--- src/rtl/four_digit_capture_if.sv ---
// Multiplexed seven-segment capture bus: the display-side inputs and the decoded per-digit results.
interface four_digit_capture_if;
  logic [7:0] segments;
  logic [3:0] digit_select;
  logic [3:0] digit0;
  logic [3:0] digit1;
  logic [3:0] digit2;
  logic [3:0] digit3;
  logic [3:0] dp;
  logic [3:0] digit_valid;
  logic       frame_done;
  logic       pattern_err;

  modport master (
    output segments, digit_select,
    input  digit0, digit1, digit2, digit3, dp, digit_valid, frame_done, pattern_err
  );

  modport slave (
    input  segments, digit_select,
    output digit0, digit1, digit2, digit3, dp, digit_valid, frame_done, pattern_err
  );
endinterface

--- src/rtl/four_digit_capture.sv ---
// Captures a 4-digit multiplexed active-low seven-segment display into hex digits.
// Optional decimal-point capture is built only when FOUR_DIGIT_CAPTURE_DP_EN is defined.
module four_digit_capture #(
  parameter int STABLE_CYCLES  = 2,
  parameter int TIMEOUT_CYCLES = 1024
) (
  input logic             clk,
  input logic             rst,
  four_digit_capture_if.slave bus
);

`ifdef FOUR_DIGIT_CAPTURE_DP_EN
  localparam int SEG_W = 8;
`else
  localparam int SEG_W = 7;
`endif

  typedef enum logic [1:0] {IDLE, TRACK, HELD} state_t;

  state_t             state, state_nx;
  logic [SEG_W-1:0]   seg_p0, prev_seg;
  logic [3:0]         sel_p0, prev_sel;
  logic [3:0]         cnt, cnt_nx;
  logic               onehot, capture, dec_ok, tmo_hit;
  logic [3:0]         dec_val;
  logic [1:0]         idx, exp_idx;
  logic [15:0]        tmo_cnt, tmo_nx;
  logic [3:0]         dig_q [4];
  logic [3:0]         valid_q;
  logic               frame_q, err_q;

  function automatic logic [4:0] decode(input logic [6:0] s);
    case (s)
      7'h40: decode = {1'b1, 4'h0};
      7'h79: decode = {1'b1, 4'h1};
      7'h24: decode = {1'b1, 4'h2};
      7'h30: decode = {1'b1, 4'h3};
      7'h19: decode = {1'b1, 4'h4};
      7'h12: decode = {1'b1, 4'h5};
      7'h02: decode = {1'b1, 4'h6};
      7'h78: decode = {1'b1, 4'h7};
      7'h00: decode = {1'b1, 4'h8};
      7'h18: decode = {1'b1, 4'h9};
      7'h08: decode = {1'b1, 4'hA};
      7'h03: decode = {1'b1, 4'hB};
      7'h46: decode = {1'b1, 4'hC};
      7'h21: decode = {1'b1, 4'hD};
      7'h06: decode = {1'b1, 4'hE};
      7'h0E: decode = {1'b1, 4'hF};
      default: decode = {1'b0, 4'h0};
    endcase
  endfunction

  function automatic logic [1:0] sel_idx(input logic [3:0] s);
    case (s)
      4'b1101: sel_idx = 2'd1;
      4'b1011: sel_idx = 2'd2;
      4'b0111: sel_idx = 2'd3;
      default: sel_idx = 2'd0;
    endcase
  endfunction

  function automatic logic [15:0] sat_inc(input logic [15:0] v);
    sat_inc = (v == 16'(TIMEOUT_CYCLES)) ? v : v + 16'd1;
  endfunction

  always_comb begin
    onehot   = (sel_p0 == 4'b1110) || (sel_p0 == 4'b1101) ||
               (sel_p0 == 4'b1011) || (sel_p0 == 4'b0111);
    {dec_ok, dec_val} = decode(seg_p0[6:0]);
    idx      = sel_idx(sel_p0);
    state_nx = state;
    cnt_nx   = cnt;
    capture  = 1'b0;
    case (state)
      IDLE: begin
        if (onehot) begin
          state_nx = TRACK;
          cnt_nx   = 4'd1;
        end
      end
      TRACK: begin
        if (!onehot) begin
          state_nx = IDLE;
          cnt_nx   = 4'd0;
        end else if (seg_p0 == prev_seg && sel_p0 == prev_sel) begin
          cnt_nx = cnt + 4'd1;
        end else begin
          cnt_nx = 4'd1;
        end
      end
      HELD: begin
        // Segment changes are ignored while held; only a new select re-arms tracking.
        if (sel_p0 != prev_sel) begin
          state_nx = onehot ? TRACK : IDLE;
          cnt_nx   = onehot ? 4'd1 : 4'd0;
        end
      end
      default: begin
        state_nx = IDLE;
        cnt_nx   = 4'd0;
      end
    endcase
    if (state_nx == TRACK && cnt_nx == 4'(STABLE_CYCLES)) begin
      capture  = 1'b1;
      state_nx = HELD;
    end
    tmo_nx  = (capture && dec_ok) ? 16'd0 : sat_inc(tmo_cnt);
    tmo_hit = !(capture && dec_ok) && (tmo_nx == 16'(TIMEOUT_CYCLES));
  end

  // Stage p0: input register; everything downstream works on seg_p0/sel_p0
  always_ff @(posedge clk or posedge rst) begin
    if (rst) begin
      seg_p0   <= '1;
      sel_p0   <= 4'hF;
      prev_seg <= '1;
      prev_sel <= 4'hF;
      state    <= IDLE;
      cnt      <= 4'd0;
      tmo_cnt  <= 16'd0;
      exp_idx  <= 2'd0;
      valid_q  <= 4'b0000;
      frame_q  <= 1'b0;
      err_q    <= 1'b0;
      for (int i = 0; i < 4; i++) dig_q[i] <= 4'h0;
    end else begin
      seg_p0   <= bus.segments[SEG_W-1:0];
      sel_p0   <= bus.digit_select;
      prev_seg <= seg_p0;
      prev_sel <= sel_p0;
      state    <= state_nx;
      cnt      <= cnt_nx;
      tmo_cnt  <= tmo_nx;
      frame_q  <= 1'b0;
      err_q    <= 1'b0;
      if (tmo_hit) begin
        valid_q <= 4'b0000;
        exp_idx <= 2'd0;
      end
      // A capture overrides the timeout clear for its own digit and the tracker.
      if (capture) begin
        if (dec_ok) begin
          dig_q[idx]   <= dec_val;
          valid_q[idx] <= 1'b1;
          if (idx == exp_idx) begin
            if (idx == 2'd3) begin
              frame_q <= 1'b1;
              exp_idx <= 2'd0;
            end else begin
              exp_idx <= exp_idx + 2'd1;
            end
          end else begin
            exp_idx <= (idx == 2'd0) ? 2'd1 : 2'd0;
          end
        end else begin
          err_q        <= 1'b1;
          valid_q[idx] <= 1'b0;
          exp_idx      <= 2'd0;
        end
      end
    end
  end

`ifdef FOUR_DIGIT_CAPTURE_DP_EN
  logic [3:0] dp_q;

  always_ff @(posedge clk or posedge rst) begin
    if (rst) begin
      dp_q <= 4'b0000;
    end else if (capture && dec_ok) begin
      dp_q[idx] <= ~seg_p0[7];
    end
  end

  assign bus.dp = dp_q;
`else
  assign bus.dp = 4'b0000;
`endif

  assign bus.digit0      = dig_q[0];
  assign bus.digit1      = dig_q[1];
  assign bus.digit2      = dig_q[2];
  assign bus.digit3      = dig_q[3];
  assign bus.digit_valid = valid_q;
  assign bus.frame_done  = frame_q;
  assign bus.pattern_err = err_q;

endmodule

--- src/flat_wrapper.sv ---
// flat-port wrapper written by rule: the top's interface ports become plain ports
module four_digit_capture_flat 
#(
  parameter int STABLE_CYCLES  = 2,
  parameter int TIMEOUT_CYCLES = 1024
)
  (clk, rst, bus_segments, bus_digit_select, bus_digit0, bus_digit1, bus_digit2, bus_digit3, bus_dp, bus_digit_valid, bus_frame_done, bus_pattern_err);
  four_digit_capture_if bus_i ();
  input logic clk;
  input logic rst;
  input wire logic [$bits(bus_i.segments)-1:0] bus_segments;
  input wire logic [$bits(bus_i.digit_select)-1:0] bus_digit_select;
  output wire logic [$bits(bus_i.digit0)-1:0] bus_digit0;
  output wire logic [$bits(bus_i.digit1)-1:0] bus_digit1;
  output wire logic [$bits(bus_i.digit2)-1:0] bus_digit2;
  output wire logic [$bits(bus_i.digit3)-1:0] bus_digit3;
  output wire logic [$bits(bus_i.dp)-1:0] bus_dp;
  output wire logic [$bits(bus_i.digit_valid)-1:0] bus_digit_valid;
  output wire logic [$bits(bus_i.frame_done)-1:0] bus_frame_done;
  output wire logic [$bits(bus_i.pattern_err)-1:0] bus_pattern_err;
  assign bus_i.segments = bus_segments;
  assign bus_i.digit_select = bus_digit_select;
  assign bus_digit0 = bus_i.digit0;
  assign bus_digit1 = bus_i.digit1;
  assign bus_digit2 = bus_i.digit2;
  assign bus_digit3 = bus_i.digit3;
  assign bus_dp = bus_i.dp;
  assign bus_digit_valid = bus_i.digit_valid;
  assign bus_frame_done = bus_i.frame_done;
  assign bus_pattern_err = bus_i.pattern_err;
  four_digit_capture #(.STABLE_CYCLES(STABLE_CYCLES), .TIMEOUT_CYCLES(TIMEOUT_CYCLES)) u_core (.clk(clk), .rst(rst), .bus(bus_i));
endmodule
--- config.mk ---
export PLATFORM = sky130hd
export DESIGN_NAME = four_digit_capture_flat
export DESIGN_NICKNAME = d
export VERILOG_FILES = /design/src/rtl/four_digit_capture_if.sv /design/src/rtl/four_digit_capture.sv /design/src/flat_wrapper.sv
export SDC_FILE = /design/constraint.sdc
export NUM_CORES = 1
export LEC_CHECK = 0
export ABC_AREA = 1
export CAP_MARGIN = 20
export CORE_MARGIN = 2
export CORE_UTILIZATION = 55
export CTS_CLUSTER_SIZE = 14
export DETAILED_ROUTE_END_ITERATION = 7
export GPL_TIMING_DRIVEN = 0
export PLACE_DENSITY = 0.82
export SYNTH_ARGS = -nofsm -noshare
export SYNTH_HDL_FRONTEND = slang
export SYNTH_SLANG_ARGS = --single-unit
export TNS_END_PERCENT = 50
--- constraint.sdc ---
create_clock -name clk -period 5 [get_ports clk]
set_clock_uncertainty 0.15 [all_clocks]
set_input_delay 0.75 -clock clk [delete_from_list [all_inputs] [get_ports clk]]
set_output_delay 0.75 -clock clk [all_outputs]
set_load 0.05 [all_outputs]
==> results.sh <==
export IMPL_synth_distinct_cells=35
export IMPL_leakage_nw=2.12
export IMPL_reg2reg_depth=16
export IMPL_outcome="complete, no violations"
export IMPL_layout_min_cycle_time_ns=2.70
export IMPL_cts_made_buffers=9
export IMPL_syn_instance_count=426
export IMPL_min_path_type="reg2reg"
export IMPL_max_freq_mhz=370
export IMPL_root_buffer="clkbuf_8"
export IMPL_htree_num_levels=3
export IMPL_wl_met1_mm=2.97
export IMPL_crit_slowest_cell="dfstp_2"
export IMPL_drive_gt1_frac=0.164
export IMPL_clkSinkCount=68
export IMPL_drc_errors=0
export IMPL_maxCapViolCount=0
export IMPL_grt_max_degree=46
export IMPL_holdPathEnd="u_core.prev_sel[1]$_DFF_PP1_"
export IMPL_dr_first_iter_drc_count=166
export IMPL_slew_headroom=0.512
export IMPL_dr_total_vias=2883
export IMPL_final_max_slew_viol_count=0
export IMPL_cp_buffers_inverters=3
export IMPL_finalWirelength_mm=6.84
export IMPL_route_met2_wl_mm=3.34
export IMPL_ys_warn_count=0
export IMPL_crit_type="reg2reg"
export IMPL_cpMostUsedCell="nand2_1"
export IMPL_ant_nets=0
export IMPL_timing_rr_start="u_core.seg_p0[1]$_DFF_PP1_"
export IMPL_crit_family="simple AND/OR/NAND/NOR gates"
export IMPL_fp_dieH_um=83.6
export IMPL_io_buffers=34
export IMPL_ys_seq_area_frac=0.496
export IMPL_wl_met3_um=360
export IMPL_grt_overflow_total=0
export IMPL_dp_hpwl_mm=5.10
export IMPL_start_kind="flip-flop"
export IMPL_cts_tree="done"
export IMPL_track_usage=0.212
export IMPL_grt_pass1_vias=2802
export IMPL_ir_drop_mv=0.215
export IMPL_drt_first_pass_iters=4
export IMPL_top_layer="met4"
export IMPL_path_cells="inv_2 > nor2_2 > nand2_1 > nor2_1 > inv_1 > o211ai_2 > nor2_2 > nand2_2 > nand4_4 > buf_6 > o21ai_2 > nand2_1 > nor2_1 > nand2_2 > nand3_1 > nand2_1"
export IMPL_fin_setup_tns_ns=0
export IMPL_hold_buffers=0
export IMPL_pin_count=40
export IMPL_fin_crit_sh=0.540
export IMPL_start_util=0.559
export IMPL_clk_latency_ns=0.34
export IMPL_die_width_um=83.6
export IMPL_cts_setup_buffers=0
export IMPL_clkTransAtPathRegs_ns=0.08
export IMPL_max_clock_path_buffers=2
export IMPL_critPathMaxStageDelay_ns=0.58
export IMPL_grt_first_pass_wirelength_mm=12.1
export IMPL_vias_per_cell=5.17
export IMPL_grt_setup_unrepaired="no"
export IMPL_num_rows=29
export IMPL_finalSetupViolCount=0
export IMPL_area_growth_pct=20.5
export IMPL_avgSynthCellArea_um2=8.18
export IMPL_post_cts_resize_count=0
export IMPL_seq_area_mm2=0.00173
export IMPL_timing_rr_end="u_core.bus.digit_valid[3]$_DFF_PP0_"
export IMPL_rrSetupSlack_ns=2.30
export IMPL_endpoint_kind="flip-flop"
export IMPL_finalPower_mw=1.22
export IMPL_final_hold_viol_count=0
export IMPL_core_area_mm2=0.00624
export IMPL_multiInputGateArea_mm2=0.00147
export IMPL_fill_cells=526
export IMPL_crit_arrival_ns=2.78
export IMPL_power_density_mw_per_mm2=291
export IMPL_place_congestion=0.907
export IMPL_tightest_slew_ns=0.714
export IMPL_dieArea_mm2=0.00699
export IMPL_wire_per_inst_um=12.3
export IMPL_syn_area_mm2=0.00349
export IMPL_layout_nets=493
export IMPL_synth_seq_cells=68
export IMPL_critPathMaxFanout=10
export IMPL_holdCritStartpoint="u_core.sel_p0[1]$_DFF_PP1_"
export IMPL_worstPathRequired_ns=5.08
export IMPL_n_antenna_cell=0
export IMPL_grt_antenna_before_repair=0
export IMPL_whs_path_depth=0
[how the worst max path moves through the flow]
stage | cells after the start | startpoint | to
detailed placement | 17 | u_core.seg_p0[2]$_DFF_PP1_ | u_core.exp_idx[1]$_DFFE_PP0P_
finish | 16 | u_core.seg_p0[1]$_DFF_PP1_ | u_core.bus.digit_valid[3]$_DFF_PP0_
global placement | 2 | rst | u_core.bus.pattern_err$_DFF_PP0_
global route | 17 | u_core.seg_p0[2]$_DFF_PP1_ | u_core.exp_idx[1]$_DFFE_PP0P_
CTS | 16 | u_core.seg_p0[2]$_DFF_PP1_ | u_core.exp_idx[1]$_DFFE_PP0P_
floorplan | 1 | rst | u_core.bus.digit0[0]$_DFFE_PP0P_
[power breakdown]
group | leakage (nW) | internal, mW | switching (mW)
combinational | 1.14 | 0.0350 | 0.0608
sequential | 0.857 | 0.574 | 0.0185
clock | 0.125 | 0.325 | 0.208
[registers in the layout (all words and copies together), names as in the netlist]
signal,flops
u_core.prev_seg,7
u_core.bus.digit_valid,4
u_core.exp_idx,2
u_core.tmo_cnt,16
u_core.bus.digit2,4
u_core.bus.digit0,4
u_core.seg_p0,7
u_core.sel_p0,4
u_core.state,2
u_core.bus.digit1,4
u_core.bus.pattern_err,1
u_core.prev_sel,4
u_core.bus.digit3,4
u_core.cnt,4
u_core.bus.frame_done,1
[cells by family (layout without fill, tap and decap cells)]
| logic type | Yosys count | in the layout | share of synthesized area |
|---|---|---|---|
| compound gates | 36 | 36 | 0.0621 |
| xor+xnor | 19 | 19 | 0.0477 |
| fa+ha+maj | 3 | 3 | 0.0108 |
| buf+inv | 73 | 125 | 0.0854 |
| flops | 68 | 68 | 0.496 |
| other cells | 1 | 4 | 0.00108 |
| simple gates | 226 | 226 | 0.297 |
[per-layer routing]
layer / global-route usage / vias up
li1: - / 1430
met1: 0.259 / 1343
met2: 0.351 / 89
met3: 0.0643 / 21
met4: 0.0865 / 0
met5: 0 / -
[layout make-up]
class,count,area share
sequential,68,0.412
multi-input combinational,288,0.350
timing repair buffer,36,0.0867
inverter,67,0.0599
clock buffer,11,0.0387
tap,77,0.0229
clock inverter,5,0.0191
buffer,6,0.0110
[per-stage QoR]
step                      setup WS, ns  std cells   util  area [um^2]  hold WS [ns]
after floorplan                   2.42        429      -         3500         0.223
after global placement            1.36        540  0.630         3930         0.231
after detailed placement          2.36        542  0.634         3960         0.233
after CTS                         2.30        558  0.673         4200         0.241
after global routing              2.06        558  0.673         4200         0.246
final                             2.30        558  0.673         4200         0.240
[cell usage after synthesis (all sizes together)]
cell type	count	area share
a2111oi	1	0.0025
a21boi	1	0.0022
a21oi	4	0.0057
and2	1	0.0018
and2b	1	0.0025
buf	6	0.013
conb	1	0.0011
dfrtp	46	0.33
dfstp	22	0.17
ha	3	0.011
inv	67	0.072
nand2	118	0.13
nand3	37	0.055
nand4	7	0.017
nor2	47	0.066
nor3	9	0.013
nor3b	1	0.0022
nor4	3	0.0054
o211ai	1	0.0036
o21ai	28	0.046
o221ai	1	0.0025
or2	2	0.0036
xnor2	4	0.010
xor2	15	0.038
[layout by cell type, fill, tap and decap left out, drive strengths merged, types with 11 or more instances in the layout]
| master | count |
|---|---|
| dfrtp | 46 |
| clkbuf | 11 |
| clkdlybuf4s50 | 34 |
| nand3 | 37 |
| dfstp | 22 |
| nand2 | 118 |
| inv | 68 |
| nor2 | 47 |
| xor2 | 15 |
| o21ai | 28 |
Note: power is estimated with default switching activity, not from simulation.
